==> config.mk <==
export PLATFORM = sky130hd
export DESIGN_NAME = cyclic_flush_sched
export DESIGN_NICKNAME = d
export VERILOG_FILES = /design/src/rtl/cyclic_flush_sched.sv
export SDC_FILE = /design/constraint.sdc
export NUM_CORES = 1
export LEC_CHECK = 0
export CAP_MARGIN = 10
export CORE_MARGIN = 4
export CORE_UTILIZATION = 40
export CTS_CLUSTER_SIZE = 24
export DETAILED_ROUTE_END_ITERATION = 8
export PLACE_DENSITY = 0.73
export SYNTH_ARGS = -nofsm -noshare
export SYNTH_HDL_FRONTEND = slang
export SYNTH_SLANG_ARGS = --single-unit
export TNS_END_PERCENT = 100
==> constraint.sdc <==
create_clock -name clk -period 3.15 [get_ports clk]
set_clock_uncertainty 0.1 [all_clocks]
set_input_delay 0.315 -clock clk [delete_from_list [all_inputs] [get_ports clk]]
set_output_delay 0.315 -clock clk [all_outputs]
set_load 0.05 [all_outputs]
==> src/rtl/cyclic_flush_sched.sv <==
// Walks the selected cyclic cache banks lowest-first: hold off the reqMux, pulse csr_flush, wait for write-back.
// Optional per-bank hang timeout enabled by defining CYCLIC_FLUSH_TIMEOUT_EN.
module cyclic_flush_sched #(
  parameter int BANK_NUM   = 4,
  parameter int BANK_IDX_W = (BANK_NUM > 1) ? $clog2(BANK_NUM) : 1,
  parameter int TIMEOUT_W  = 16,
  parameter int TIMEOUT    = 4096
) (
  input  logic                  clk,
  input  logic                  rst,
  input  logic                  flush_req,
  input  logic [BANK_NUM-1:0]   flush_mask,
  input  logic [BANK_NUM-1:0]   bank_ready,
  input  logic [BANK_NUM-1:0]   bank_idle,
  output logic [BANK_NUM-1:0]   bank_hold,
  output logic [BANK_NUM-1:0]   bank_flush,
  output logic                  busy,
  output logic                  done,
  output logic [BANK_IDX_W-1:0] cur_bank,
  output logic                  err,
  output logic [BANK_IDX_W-1:0] err_bank
);

  typedef enum logic [2:0] {
    S_IDLE, S_SEL, S_HOLD, S_PULSE, S_WAIT_LO, S_WAIT_HI, S_NEXT, S_FIN
  } state_t;

  if (TIMEOUT < 1 || 64'(TIMEOUT) >= (64'(1) << TIMEOUT_W)) begin : g_bad_cfg
    $error("cyclic_flush_sched: TIMEOUT must be in 1 .. 2**TIMEOUT_W-1");
  end

  state_t                r_state, w_state_nxt;
  logic [BANK_NUM-1:0]   r_rem_mask;
  logic [BANK_IDX_W-1:0] r_cur_bank;
  logic                  r_step;   // set from the second cycle spent in HOLD or WAIT_LO
  logic                  r_done;
  logic [BANK_IDX_W-1:0] w_low_idx;
  logic                  w_cur_ready;
  logic                  w_cur_idle;
  logic                  w_owns;
  logic                  w_timeout;

  assign w_cur_ready = bank_ready[r_cur_bank];
  assign w_cur_idle  = bank_idle[r_cur_bank];

  always_comb begin
    w_low_idx = '0;
    for (int i = BANK_NUM - 1; i >= 0; i--) begin
      if (r_rem_mask[i]) w_low_idx = BANK_IDX_W'(i);
    end
  end

  // NOTE: every always_comb output gets a default first so no path can infer a latch.
  always_comb begin
    w_state_nxt = r_state;
    case (r_state)
      S_IDLE:    if (flush_req) w_state_nxt = S_SEL;
      S_SEL:     w_state_nxt = (r_rem_mask == '0) ? S_FIN : S_HOLD;
      S_HOLD:    if (r_step && w_cur_idle && w_cur_ready) w_state_nxt = S_PULSE;
      S_PULSE:   w_state_nxt = S_WAIT_LO;
      S_WAIT_LO: begin
        if (!w_cur_ready) w_state_nxt = S_WAIT_HI;
        else if (r_step)  w_state_nxt = S_NEXT;
      end
      S_WAIT_HI: if (w_cur_ready || w_timeout) w_state_nxt = S_NEXT;
      S_NEXT:    w_state_nxt = S_SEL;
      S_FIN:     w_state_nxt = S_IDLE;
      default:   w_state_nxt = S_IDLE;
    endcase
  end

  // NOTE: sequential state uses non-blocking assignments so every register samples pre-edge values.
  always_ff @(posedge clk) begin
    if (rst) begin
      r_state    <= S_IDLE;
      r_rem_mask <= '0;
      r_cur_bank <= '0;
      r_step     <= 1'b0;
      r_done     <= 1'b0;
    end else begin
      r_state <= w_state_nxt;
      r_step  <= (w_state_nxt == r_state) && (r_state == S_HOLD || r_state == S_WAIT_LO);
      r_done  <= (r_state == S_FIN);
      if (r_state == S_IDLE && flush_req) r_rem_mask <= flush_mask;
      if (r_state == S_SEL && r_rem_mask != '0) r_cur_bank <= w_low_idx;
      if (r_state == S_NEXT) r_rem_mask[r_cur_bank] <= 1'b0;
    end
  end

  assign w_owns = (r_state == S_HOLD) || (r_state == S_PULSE) ||
                  (r_state == S_WAIT_LO) || (r_state == S_WAIT_HI);

  always_comb begin
    bank_hold  = '0;
    bank_flush = '0;
    for (int i = 0; i < BANK_NUM; i++) begin
      bank_hold[i]  = w_owns && (r_cur_bank == BANK_IDX_W'(i));
      bank_flush[i] = (r_state == S_PULSE) && (r_cur_bank == BANK_IDX_W'(i));
    end
  end

  assign busy     = (r_state != S_IDLE);
  assign done     = r_done;
  assign cur_bank = r_cur_bank;

`ifdef CYCLIC_FLUSH_TIMEOUT_EN
  logic [TIMEOUT_W-1:0]  r_timer;
  logic                  r_err;
  logic [BANK_IDX_W-1:0] r_err_bank;

  assign w_timeout = (r_state == S_WAIT_HI) && !w_cur_ready &&
                     (r_timer == TIMEOUT_W'(TIMEOUT - 1));

  always_ff @(posedge clk) begin
    if (rst) begin
      r_timer    <= '0;
      r_err      <= 1'b0;
      r_err_bank <= '0;
    end else begin
      r_timer <= (r_state == S_WAIT_HI) ? r_timer + 1'b1 : '0;
      if (r_state == S_IDLE && flush_req) begin
        r_err      <= 1'b0;
        r_err_bank <= '0;
      end else if (w_timeout) begin
        r_err <= 1'b1;
        if (!r_err) r_err_bank <= r_cur_bank;
      end
    end
  end

  assign err      = r_err;
  assign err_bank = r_err_bank;
`else
  assign w_timeout = 1'b0;
  assign err       = 1'b0;
  assign err_bank  = '0;
`endif

endmodule

-- Word-level counts from Yosys, hierarchy flattened
Index checks and enable logic that the tools add are counted.
Widths: inputs -> output; s select.
- register bits after elaboration: 11
- bits in latches: 0
- RAM bits: 0
- bits in read-only memories: 0
- output and inout port bits: 15
- logic and storage cells: 63
- memories: 0
- add/sub/neg operators: 0
- $mul: 0
- div/mod/pow operators: 0
- order comparisons: 2
- equality and inequality tests: 11
- shift-type cells: 0
- mux-type cells: 20
- bitwise operators: 2
- reduce and logical (&&, ||, !) cells: 23
- operator list (kind ; number):
    $pmux 3 s8 ; 1
    $mux 3 ; 6
    $logic_and 1x1->1 ; 14
    $eq 3x3->1 const B ; 4
    $mux 4 ; 3
    $mux 2 ; 4
    $eq 3x2->1 const B ; 2
    $and 4x4->4 ; 1
    $bmux 1 s2 ; 2
    $eq 2x2->1 const B ; 2
    $logic_not 4->1 ; 1
    $logic_or 1x1->1 ; 4
    $not 4->4 ; 1
    $reduce_bool 4->1 ; 1
    $eq 3x1->1 const B ; 1
    $eq 3x3->1 ; 1
    $logic_not 3->1 ; 1
    $lt 2x3->1 const B ; 1
    $mux 1 ; 3
    $reduce_bool 3->1 ; 1
    $demux 1 s2 ; 1
    $eq 2x1->1 const B ; 1
    $ge 2x1->1 const B ; 1
    $logic_not 2->1 ; 1

-- Depth between registers and ports, before layout
- depth in word-level cells: 8
- gate-level depth with buffers: 8

-- Worst setup path before layout
No wires, ideal clock.
- path kind: reg2out
- from: register r_state[1]
- to: output bank_hold[0]
- data arrival time: 2.063 ns
- data required time: 2.735 ns
- setup slack: 0.672 ns
- stages on the path, launching flop included: 5
- path buffers: 1
- cells stage by stage: dfxtp_1 > buf_2 > inv_1 > ha_1 > nor3_1
- word-level cells in the longest chain between the ends: 5
- elaborated cells between the ends (all ways): 8
- those cells by class: 4 x eq/ne; 4 x reduce/logical
- ends and longest elaborated chain (element ; line ; text):
    start: declaration ; 32 ; state_t r_state, w_state_nxt;
    start signal: assignment ; 81 ; r_state <= w_state_nxt;
    $eq 3x2->1 ; 90 ; assign w_owns = (r_state == S_HOLD) || (r_state == S_PULSE) ||
    $logic_or 1x1->1 (2 in series) ; 90 ;
    $logic_or 1x1->1 * ; 91 ; (r_state == S_WAIT_LO) || (r_state == S_WAIT_HI);
    $logic_and 1x1->1 * ; 97 ; bank_hold[i] = w_owns && (r_cur_bank == BANK_IDX_W'(i));
    end: declaration ; 15 ; output logic [BANK_NUM-1:0] bank_hold,
Mark *: on every way between the ends. The rest lies on a longest branch, timed or not.

-- Worst setup path after layout
Ends and elaborated chain as after synthesis.

==> results by group <==
Power and ir drop
  • Switching Share: 0.502
  • Clock share of power: 0.124
  • Switching pwr: 0.419 mW
  • Seq pwr share: 0.304
  • Maximum vdd drop: 0.414 mV
  • P_leak: 0.413 nW
  • Logic pwr share: 0.573
  • P per Cell Area: 746 mW/mm²
  • Pint: 0.416 mW

Floorplanning
  • Chip width: 54.0 µm
  • Ports: 30
  • Core box area: 0.00198 mm²
  • Die ar.: 0.00291 mm²
  • Die Y: 54.0 µm
  • Row cnt: 16
  • Initial Util: 0.426

Global route
  • GRT Resource Usage Total: 0.172
  • Initial antenna violation count: 0
  • GRT overflow: 0
  • Number of global-route vias before repair: 816
  • Largest net degree at the start of global routing: 15
  • Wire length of the first global-routing pass: 3590 µm

Yosys
  • Synth Warn #: 0
  • Register area share after synthesis: 0.261
  • Avg Inst Size Synth: 7.82 µm²
  • Unique masters post-synth: 35
  • Post-synth EDFFs: 0
  • Post-synth ARST share: 0
  • Gate Count Post-Synth: 108
  • Mapped Area: 845 µm²
  • Yosys reg bits: 11
  • Main synth FF type: dfxtp_1

Critical path
  • Worst EP arrival: 2.44 ns
  • CP bufs+invs: 2
  • Crit path max fanout: 14
  • CP Class: flop to output pin
  • Worst EP required: 2.73 ns
  • Startpoint types: flop
  • Kind of end point of the critical path: output pin
  • CP delay by family, top: buffers and inverters
  • CP peak stage delay: 0.83 ns
  • Crit path max-delay cell type: clkdlybuf4s50_1
  • Crit-path cells: inv_1 -> ha_1 -> nor3_1 -> clkdlybuf4s50_1

Layout
  • Final-stage net count: 150
  • Fin area: 0.00112 mm²
  • Filler cells: 180
  • Share of layout cells above drive strength 1: 0.0615
  • Most frequent cells in the layout: clkdlybuf4s50_1, nor2_1, dfxtp_1
  • Commonest non-fill, non-tap cell in the layout: clkdlybuf4s50_1
  • Ant diodes: 0
  • Area grow syn2layout: 32.6%

CTS
  • CTS root buf: clkbuf_4
  • Clock Path Buffers: 2
  • Hold-fix buffers at CTS: 0
  • Total of cells resized after clock tree synthesis: 0
  • Post-CTS setup buffer count: 0
  • CTS sink cnt: 11
  • Latest clock arrival within the worst-skew pair: 0.28 ns
  • CTS buffer count: 3
  • CTS tree: yes
  • Clock-pin slew on the worst setup and hold paths: 0.08 ns
  • H-tree levels: 1

Placement
  • Placed cell area: 0.00109 mm²
  • IO buf count: 26
  • GPL Wtd Cong: 0.886
  • Dpl hpwl: 1610 µm

Detailed routing
  • WL met1: 1010 µm
  • Post-route ant nets: 0
  • DR WL met3: 169 µm
  • DRT Pass-1 Iters: 4
  • Routed wire length: 2130 µm
  • Via density: 5.39
  • Drt initial violations: 11
  • WL met2: 933 µm
  • DR top layer: met4
  • DR vias: 847
  • Routed len/inst: 13.6 µm
  • DRC Markers: 0

Run status
  • Status: finished clean

Timing
  • # setup viols final: 0
  • Worst slew pin tran: 0.567 ns
  • Fin Setup TNS: 0 ns
  • Endpoints failing hold: 0
  • Max Transition Viols Final: 0
  • RSZ-0062 raised after global routing: false
  • Final period utilization: 0.906
  • Final period demand of the worst path: 2.86 ns
  • Worst slew margin: 0.622
  • Max Clock Freq: 350 MHz

Hold path
  • Path type of the worst min-delay path: flop to flop

Flow run
  • Max-Cap Viols: 0
synth_stat cells (2+ instances only):
master | n | area share
inv_1 | 5 | 0.022
nand3_1 | 3 | 0.018
o32ai_1 | 2 | 0.021
a21oi_1 | 5 | 0.030
a311oi_1 | 4 | 0.041
mux2i_1 | 7 | 0.083
buf_4 | 3 | 0.027
o21ai_0 | 2 | 0.012
nor2_1 | 17 | 0.076
or3_1 | 3 | 0.022
ha_1 | 4 | 0.059
a211oi_1 | 2 | 0.018
dfxtp_1 | 11 | 0.26
buf_2 | 2 | 0.012
nor3_1 | 9 | 0.053
nand2_1 | 8 | 0.036
clkbuf_1 | 3 | 0.013
area by class of cell:
cell class / count / area, µm² / area share
multi-input combinational: 84 / 561 / 0.501
timing repair buffer: 26 / 260 / 0.232
sequential: 11 / 220 / 0.197
tap: 27 / 33.8 / 0.0302
clock buffer: 4 / 26.3 / 0.0235
inverter: 5 / 18.8 / 0.0168
metrics by stage:
stage | hold WS [ns] | utilization | std cells | worst slack (ns) | power [mW]
after floorplan | 0.380 | - | 110 | 0.672 | 0.615
after global placement | 0.430 | 0.552 | 153 | 0.673 | 0.722
after detailed placement | 0.448 | 0.552 | 153 | 0.613 | 0.730
after CTS | 0.451 | 0.565 | 157 | 0.284 | 0.835
after global routing | 0.504 | 0.565 | 157 | 0.160 | 0.897
final | 0.448 | 0.565 | 157 | 0.295 | 0.835
tightest hold or removal path, stage by stage, from the launching register on:
cell and delay, ns:
dfxtp_1 0.31, mux2i_1 0.13, a311oi_1 0.06
power by group through the flow:
stage	combinational (mW)	clock, mW	sequential, mW
after floorplan	0.394	0	0.221
after global placement	0.470	0	0.252
after detailed placement	0.475	0	0.256
after CTS	0.478	0.105	0.252
after global routing	0.522	0.111	0.264
final	0.478	0.103	0.253
per-layer routing:
layer / GRT usage / up-vias
li1: - / 430
met1: 0.221 / 382
met2: 0.264 / 31
met3: 0.0637 / 4
met4: 0.0511 / 0
met5: 0 / -
sequential cells by signal, indices dropped and copies added, names as in the netlist:
| name | count |
|---|---|
| cur_bank | 2 |
| r_step | 1 |
| r_rem_mask | 4 |
| done | 1 |
| r_state | 3 |
cells by family (layout without fill, tap and decap cells):
kind of cell / after synthesis / count (layout) / share of synthesized area
other cells: 1 / 3 / 0.00444
mux: 9 / 9 / 0.123
xor+xnor: 1 / 1 / 0.0104
compound gates: 19 / 19 / 0.182
simple gates: 48 / 48 / 0.276
fa+ha+maj: 4 / 4 / 0.0593
flops: 11 / 11 / 0.261
buf+inv: 15 / 35 / 0.0844
worst paths after layout:
kind | cells past startpoint | start | end | slack (ns)
worst max-delay path | 4 | r_state[1] | bank_hold[0] | 0.29
worst min register to register | 2 | r_rem_mask[3] | r_rem_mask[3] | 0.45
worst max register to register | 6 | r_state[1] | r_step | 0.71
worst min-delay path | 2 | r_rem_mask[3] | r_rem_mask[3] | 0.45
Power figures use the tool's default switching activity.
